**config.mk**
```make
export PLATFORM = sky130hd
export DESIGN_NAME = xcorr_window_accumulator
export DESIGN_NICKNAME = d
export VERILOG_FILES = /design/src/rtl/xcorr_window_accumulator.sv
export SDC_FILE = /design/constraint.sdc
export NUM_CORES = 2
export LEC_CHECK = 0
export ABC_AREA = 1
export BUFFER_PORTS_ARGS = -buffer_cell sky130_fd_sc_hd__buf_2
export CAP_MARGIN = 20
export CORE_ASPECT_RATIO = 1.1
export CORE_UTILIZATION = 70
export DETAILED_ROUTE_END_ITERATION = 7
export PLACE_DENSITY = 0.88
export REMOVE_ABC_BUFFERS = 1
export SLEW_MARGIN = 40
export SYNTH_ARGS = -nofsm -noshare
export SYNTH_HDL_FRONTEND = slang
export SYNTH_SLANG_ARGS = --single-unit
export TNS_END_PERCENT = 20
```
**constraint.sdc**
```tcl
create_clock -name clk -period 10.58 [get_ports clk]
set_input_delay 1.058 -clock clk [delete_from_list [all_inputs] [get_ports clk]]
set_output_delay 1.058 -clock clk [all_outputs]
set_load 0.05 [all_outputs]
```
**src/rtl/xcorr_window_accumulator.sv**
```systemverilog
// Windowed x*r / r*r accumulator producing scaled, saturated numerator/denominator pairs.
// Optional macro XCORR_DEN_FLOOR_EN forces a zero denominator to 1 (den_out also resets to 1).
module xcorr_window_accumulator #(
    parameter int DATA_W    = 16,
    parameter int LOG2_WIN  = 10,
    parameter int OUT_SHIFT = 8
) (
    input  logic                       clk,
    input  logic                       rst,
    input  logic                       clear,
    input  logic                       in_valid,
    input  logic signed [DATA_W-1:0]   sample_in,
    input  logic signed [DATA_W-1:0]   ref_in,
    output logic signed [31:0]         num_out,
    output logic signed [31:0]         den_out,
    output logic                       out_valid,
    output logic                       sat_out,
    output logic                       den_zero,
    output logic [LOG2_WIN-1:0]        win_count
);

    localparam int ACC_W = 2*DATA_W + LOG2_WIN;
    localparam int PROD_W = 2*DATA_W;
    // Extra headroom so the 32-bit saturation bounds are always representable.
    localparam int EXT_W = ACC_W + 32;
    localparam logic [LOG2_WIN-1:0] WIN_LAST = '1;
    localparam logic signed [EXT_W-1:0] SAT_MAX = {{(EXT_W-31){1'b0}}, {31{1'b1}}};
    localparam logic signed [EXT_W-1:0] SAT_MIN = {{(EXT_W-31){1'b1}}, {31{1'b0}}};
`ifdef XCORR_DEN_FLOOR_EN
    localparam logic signed [31:0] DEN_RST = 32'sd1;
`else
    localparam logic signed [31:0] DEN_RST = 32'sd0;
`endif

    logic signed [PROD_W-1:0] p_xr;
    logic signed [PROD_W-1:0] p_rr;
    logic                     v1;
    logic signed [ACC_W-1:0]  acc_xr;
    logic signed [ACC_W-1:0]  acc_rr;

    logic signed [EXT_W-1:0]  sum_xr;
    logic signed [EXT_W-1:0]  sum_rr;
    logic signed [EXT_W-1:0]  sh_xr;
    logic signed [EXT_W-1:0]  sh_rr;
    logic signed [31:0]       sat_xr;
    logic signed [31:0]       sat_rr;
    logic signed [31:0]       den_fin;
    logic                     clip_xr;
    logic                     clip_rr;
    logic                     rr_zero;

    // NOTE: every always_comb output gets a value on every path, so no latch can be inferred.
    always_comb begin
        sum_xr  = EXT_W'(acc_xr) + EXT_W'(p_xr);
        sum_rr  = EXT_W'(acc_rr) + EXT_W'(p_rr);
        sh_xr   = sum_xr >>> OUT_SHIFT;
        sh_rr   = sum_rr >>> OUT_SHIFT;
        clip_xr = (sh_xr > SAT_MAX) || (sh_xr < SAT_MIN);
        clip_rr = (sh_rr > SAT_MAX) || (sh_rr < SAT_MIN);
        sat_xr  = sh_xr[31:0];
        sat_rr  = sh_rr[31:0];
        if (sh_xr > SAT_MAX)      sat_xr = 32'sh7FFF_FFFF;
        else if (sh_xr < SAT_MIN) sat_xr = 32'sh8000_0000;
        if (sh_rr > SAT_MAX)      sat_rr = 32'sh7FFF_FFFF;
        else if (sh_rr < SAT_MIN) sat_rr = 32'sh8000_0000;
        rr_zero = (sh_rr == '0);
`ifdef XCORR_DEN_FLOOR_EN
        den_fin = (sat_rr == '0) ? 32'sd1 : sat_rr;
`else
        den_fin = sat_rr;
`endif
    end

    // NOTE: sequential state uses non-blocking assignments so every register samples pre-edge values.
    always_ff @(posedge clk or posedge rst) begin
        if (rst) begin
            p_xr      <= '0;
            p_rr      <= '0;
            v1        <= 1'b0;
            acc_xr    <= '0;
            acc_rr    <= '0;
            win_count <= '0;
            num_out   <= '0;
            den_out   <= DEN_RST;
            out_valid <= 1'b0;
            sat_out   <= 1'b0;
            den_zero  <= 1'b0;
        end else begin
            out_valid <= 1'b0;
            if (clear) begin
                // Flush drops both the partial window and the product still in stage 1.
                v1        <= 1'b0;
                acc_xr    <= '0;
                acc_rr    <= '0;
                win_count <= '0;
            end else begin
                v1 <= in_valid;
                if (in_valid) begin
                    p_xr <= PROD_W'(sample_in) * PROD_W'(ref_in);
                    p_rr <= PROD_W'(ref_in) * PROD_W'(ref_in);
                end
                if (v1) begin
                    if (win_count == WIN_LAST) begin
                        num_out   <= sat_xr;
                        den_out   <= den_fin;
                        sat_out   <= clip_xr || clip_rr;
                        den_zero  <= rr_zero;
                        out_valid <= 1'b1;
                        acc_xr    <= '0;
                        acc_rr    <= '0;
                        win_count <= '0;
                    end else begin
                        acc_xr    <= acc_xr + ACC_W'(p_xr);
                        acc_rr    <= acc_rr + ACC_W'(p_rr);
                        win_count <= win_count + 1'b1;
                    end
                end
            end
        end
    end

endmodule

```
==> impl_metrics.csv <==
group,metric,value,unit
run_status,status,"complete, no violations",
clocking,cts_root_buf,"clkbuf_16",
die,die_w,214,microns
cells_and_area,diodes,0,
critical_path,path_depth,20,
critical_path,cp_top_family,"adder cells",
clocking,htreeDepth,1,
cells_and_area,area_growth,4.91,%
grt,antenna_found_initial,0,
die,io_pins,113,
clocking,numCtsBuffers,23,
place,port_buffers,112,
clocking,clockBufferDepth,3,
drt,drt_pre_antenna_iters,6,
drt,postRouteAntennaNets,0,
synthesis,synth-seq-cells,225,
place,place_ws,3.05,ns
synthesis,synthDistinctLibCells,50,
synthesis,synthCells,4537,
min_path,whs_path_depth,2,
critical_path,path_buf_inv,4,
sta,min_period,6.95,ns
sta,worstMarginPinSlew,0.863,ns
sta,fin_ws,3.63,ns
die,coreArea,48200,sq um
drt,vias,28900,
sta,min_period_over_period,65.7,%
synthesis,synth_seq_area_share,16.3,%
grt,grt_max_degree,105,
synthesis,synth_edf_count,0,
die,fp-row-count,84,
cells_and_area,multi_input_area,24100,sq um
die,initial_utilization,71.4,%
min_path,min_path_type,"reg2reg",
sta,hold_viol,0,
clocking,insertion_delay,0.54,ns
place,dp_hpwl,70600,microns
sta,maxSlewHeadroom,42.5,%
cells_and_area,final_cells,5211,
synthesis,synth_area_leader_cell,"fa_1",
cells_and_area,layout-drive-gt1-share,6.68,%
synthesis,async_flop_share,100,%
critical_path,crit_fanout,35,
critical_path,cp-end-kind,"flop",
cells_and_area,final-seq-area,5630,sq um
critical_path,worstPathArrival,7.34,ns
flow_run,drv_cap,0,
place,gp_congestion,0.993,
clocking,ctsResizeCount,0,
sta,grt_setup_unrepaired,"false",
critical_path,cp_cell_sequence,"buf_2 -> nand2_1 -> fa_1 -> inv_1 -> fa_1 -> fa_1 -> fa_1 -> fa_1 -> inv_1 -> fa_1 -> inv_1 -> ha_1 -> a21oi_1 -> o21ai_0 -> a21oi_1 -> nand3_1 -> a21o_1 -> a21oi_1 -> xor2_1 -> o21ai_0",
critical_path,critPathMaxStageDelay,0.99,ns
sta,fmax,0.144,GHz
clocking,ctsHoldBuffers,0,
clocking,cts_tree,"done",
drt,drc,0,
critical_path,worstSetupStartpointType,"input port",
sta,whs,0.494,ns
sta,finalMaxSlewViolations,0,
die,die_height,235,microns
grt,overflow,0,
drt,detail_route.vias_per_cell,5.54,
drt,wl_per_cell,16.9,microns
cells_and_area,fillers,3607,
sta,finalSetupViolCount,0,
clocking,clkSinkCount,225,
synthesis,ys.flop_type,"dfrtp_1",
grt,track_usage,36.6,%
place,dp_cells,5171,
sta,fin_tns_setup,0,ns
synthesis,synth_area,34500,sq um
critical_path,criticalPathCategory,"in2reg",
synthesis,synthTopCellsByArea,"fa_1 (29%), dfrtp_1 (16%), nand2_1 (13%)",
clocking,post-cts-setup-buffers,0,
critical_path,worst_r2r_path_depth,15,
cells_and_area,nets,5342,
clocking,path_clk_slew,0.06,ns
critical_path,cp_slowest_cell,"fa_1",
critical_path,cp.required,10.97,ns
die,dieArea,50100,sq um
drt,drt_iter0_drc,2166,
synthesis,synth_top_cell_area_share,28.8,%
drt,drt-total-wl,87800,microns
synthesis,synth.most_common_cell,"nand2_1",
grt,grt_pass1_vias,30300,
sta,clock-skew-final,0.0113,ns
synthesis,yosys-top-cells-count,"nand2_1 (1189), inv_1 (1079), fa_1 (496)",
synthesis,yosysWarnings,0,
synthesis,avgSynthCellArea,7.59,sq um
critical_path,worst_path_most_repeated_cell,"fa_1",
grt,grt_pass1_wl,146000,microns
kinds of logic after synthesis:
family / share of synthesized area (%)
xor+xnor: 2.44
flops: 16.3
fa+ha+maj: 38.2
buf+inv: 13.7
simple gates: 20.5
compound gates: 8.84
cells in the final DEF (no fill, tap or decap), types with 4 or more instances in the layout:
cell | synthesis | routed
xor2_1 | 56 | 56
clkbuf_8 | 0 | 6
inv_2 | 17 | 20
nor3_2 | 4 | 4
nor2_1 | 289 | 288
inv_1 | 1079 | 1076
nor2_2 | 10 | 10
a22o_1 | 45 | 45
nor4_1 | 4 | 4
nor3_1 | 24 | 24
o22ai_1 | 5 | 5
or2_2 | 25 | 25
nand2_2 | 12 | 13
nand4_1 | 33 | 33
xnor2_1 | 40 | 40
o21ai_0 | 134 | 134
nand3_1 | 133 | 133
nand2_1 | 1189 | 1188
clkbuf_16 | 0 | 23
a31o_2 | 5 | 5
buf_4 | 4 | 8
dfrtp_1 | 225 | 225
nand3b_1 | 8 | 8
o21ai_1 | 5 | 5
a31oi_1 | 22 | 22
a21o_1 | 9 | 9
fa_1 | 496 | 496
nand3_2 | 5 | 5
o21bai_1 | 25 | 25
o31ai_1 | 7 | 7
a21boi_0 | 8 | 8
ha_1 | 259 | 259
a21oi_2 | 52 | 52
buf_2 | 1 | 112
a21oi_1 | 156 | 156
stage by stage:
step | cell area [sq um] | utilization [%]
floorplan | 33900 | -
detailed placement | 35400 | 73.3
global route | 36100 | 74.9
CTS | 36100 | 74.9
global placement | 35300 | 73.2
finish | 36100 | 74.9
registers in the layout, indices dropped and copies added, names as in the netlist, 10 cells and up:
register,cells
acc_rr,42
acc_xr,42
den_out,32
num_out,32
p_rr,31
p_xr,32
win_count,10
final timing paths:
path / from / endpoint / slack [ns]
hold / removal: acc_rr[5]$_DFFE_PP0P_ / acc_rr[5]$_DFFE_PP0P_ / 0.49
setup reg to reg: p_xr[31]$_DFFE_PP0P_ / num_out[13]$_DFFE_PP0P_ / 7.14
max in group asynchronous: rst / p_rr[31]$_DFFE_PP0P_ / 8.20
hold reg to reg: acc_rr[5]$_DFFE_PP0P_ / acc_rr[5]$_DFFE_PP0P_ / 0.49
min in group asynchronous: rst / win_count[3]$_DFFE_PP0P_ / 0.66
setup / recovery: ref_in[4] / p_rr[31]$_DFFE_PP0P_ / 3.63
worst reg2reg max path: stages, from the launching register on:
cell	delay, ns
dfrtp_1	0.75
ha_1	0.41
nand2_2	0.13
inv_1	0.04
a21oi_1	0.21
nand2_1	0.11
a21oi_1	0.24
nand3_1	0.11
nand2_1	0.07
nand2_1	0.08
inv_1	0.08
nand3_1	0.07
nand2_1	0.11
nand2_1	0.11
inv_2	0.61
a21oi_2	0.16
routing by layer:
layer | part of all wire [%] | vias to the layer above | wire length, microns | track usage [%]
met5 | 0 | - | 0 | 0
met4 | 3.5 | 0 | 3090 | 13.0
met2 | 48 | 1181 | 42400 | 61.6
li1 | - | 13700 | - | -
met1 | 40 | 13800 | 35100 | 47.5
met3 | 8.2 | 252 | 7230 | 6.16
cell type report:
class                      count  share of cell area (%)
tap                          645                    2.23
inverter                    1098                    11.4
clock inverter                11                   0.374
multi-input combinational   3080                    66.7
sequential                   225                    15.6
clock buffer                  29                    1.82
timing repair buffer         123                    1.83
Power is left out: the tool's default activity adds up to more than one toggle a clock period on the data nets, which glitch-free logic cannot reach.
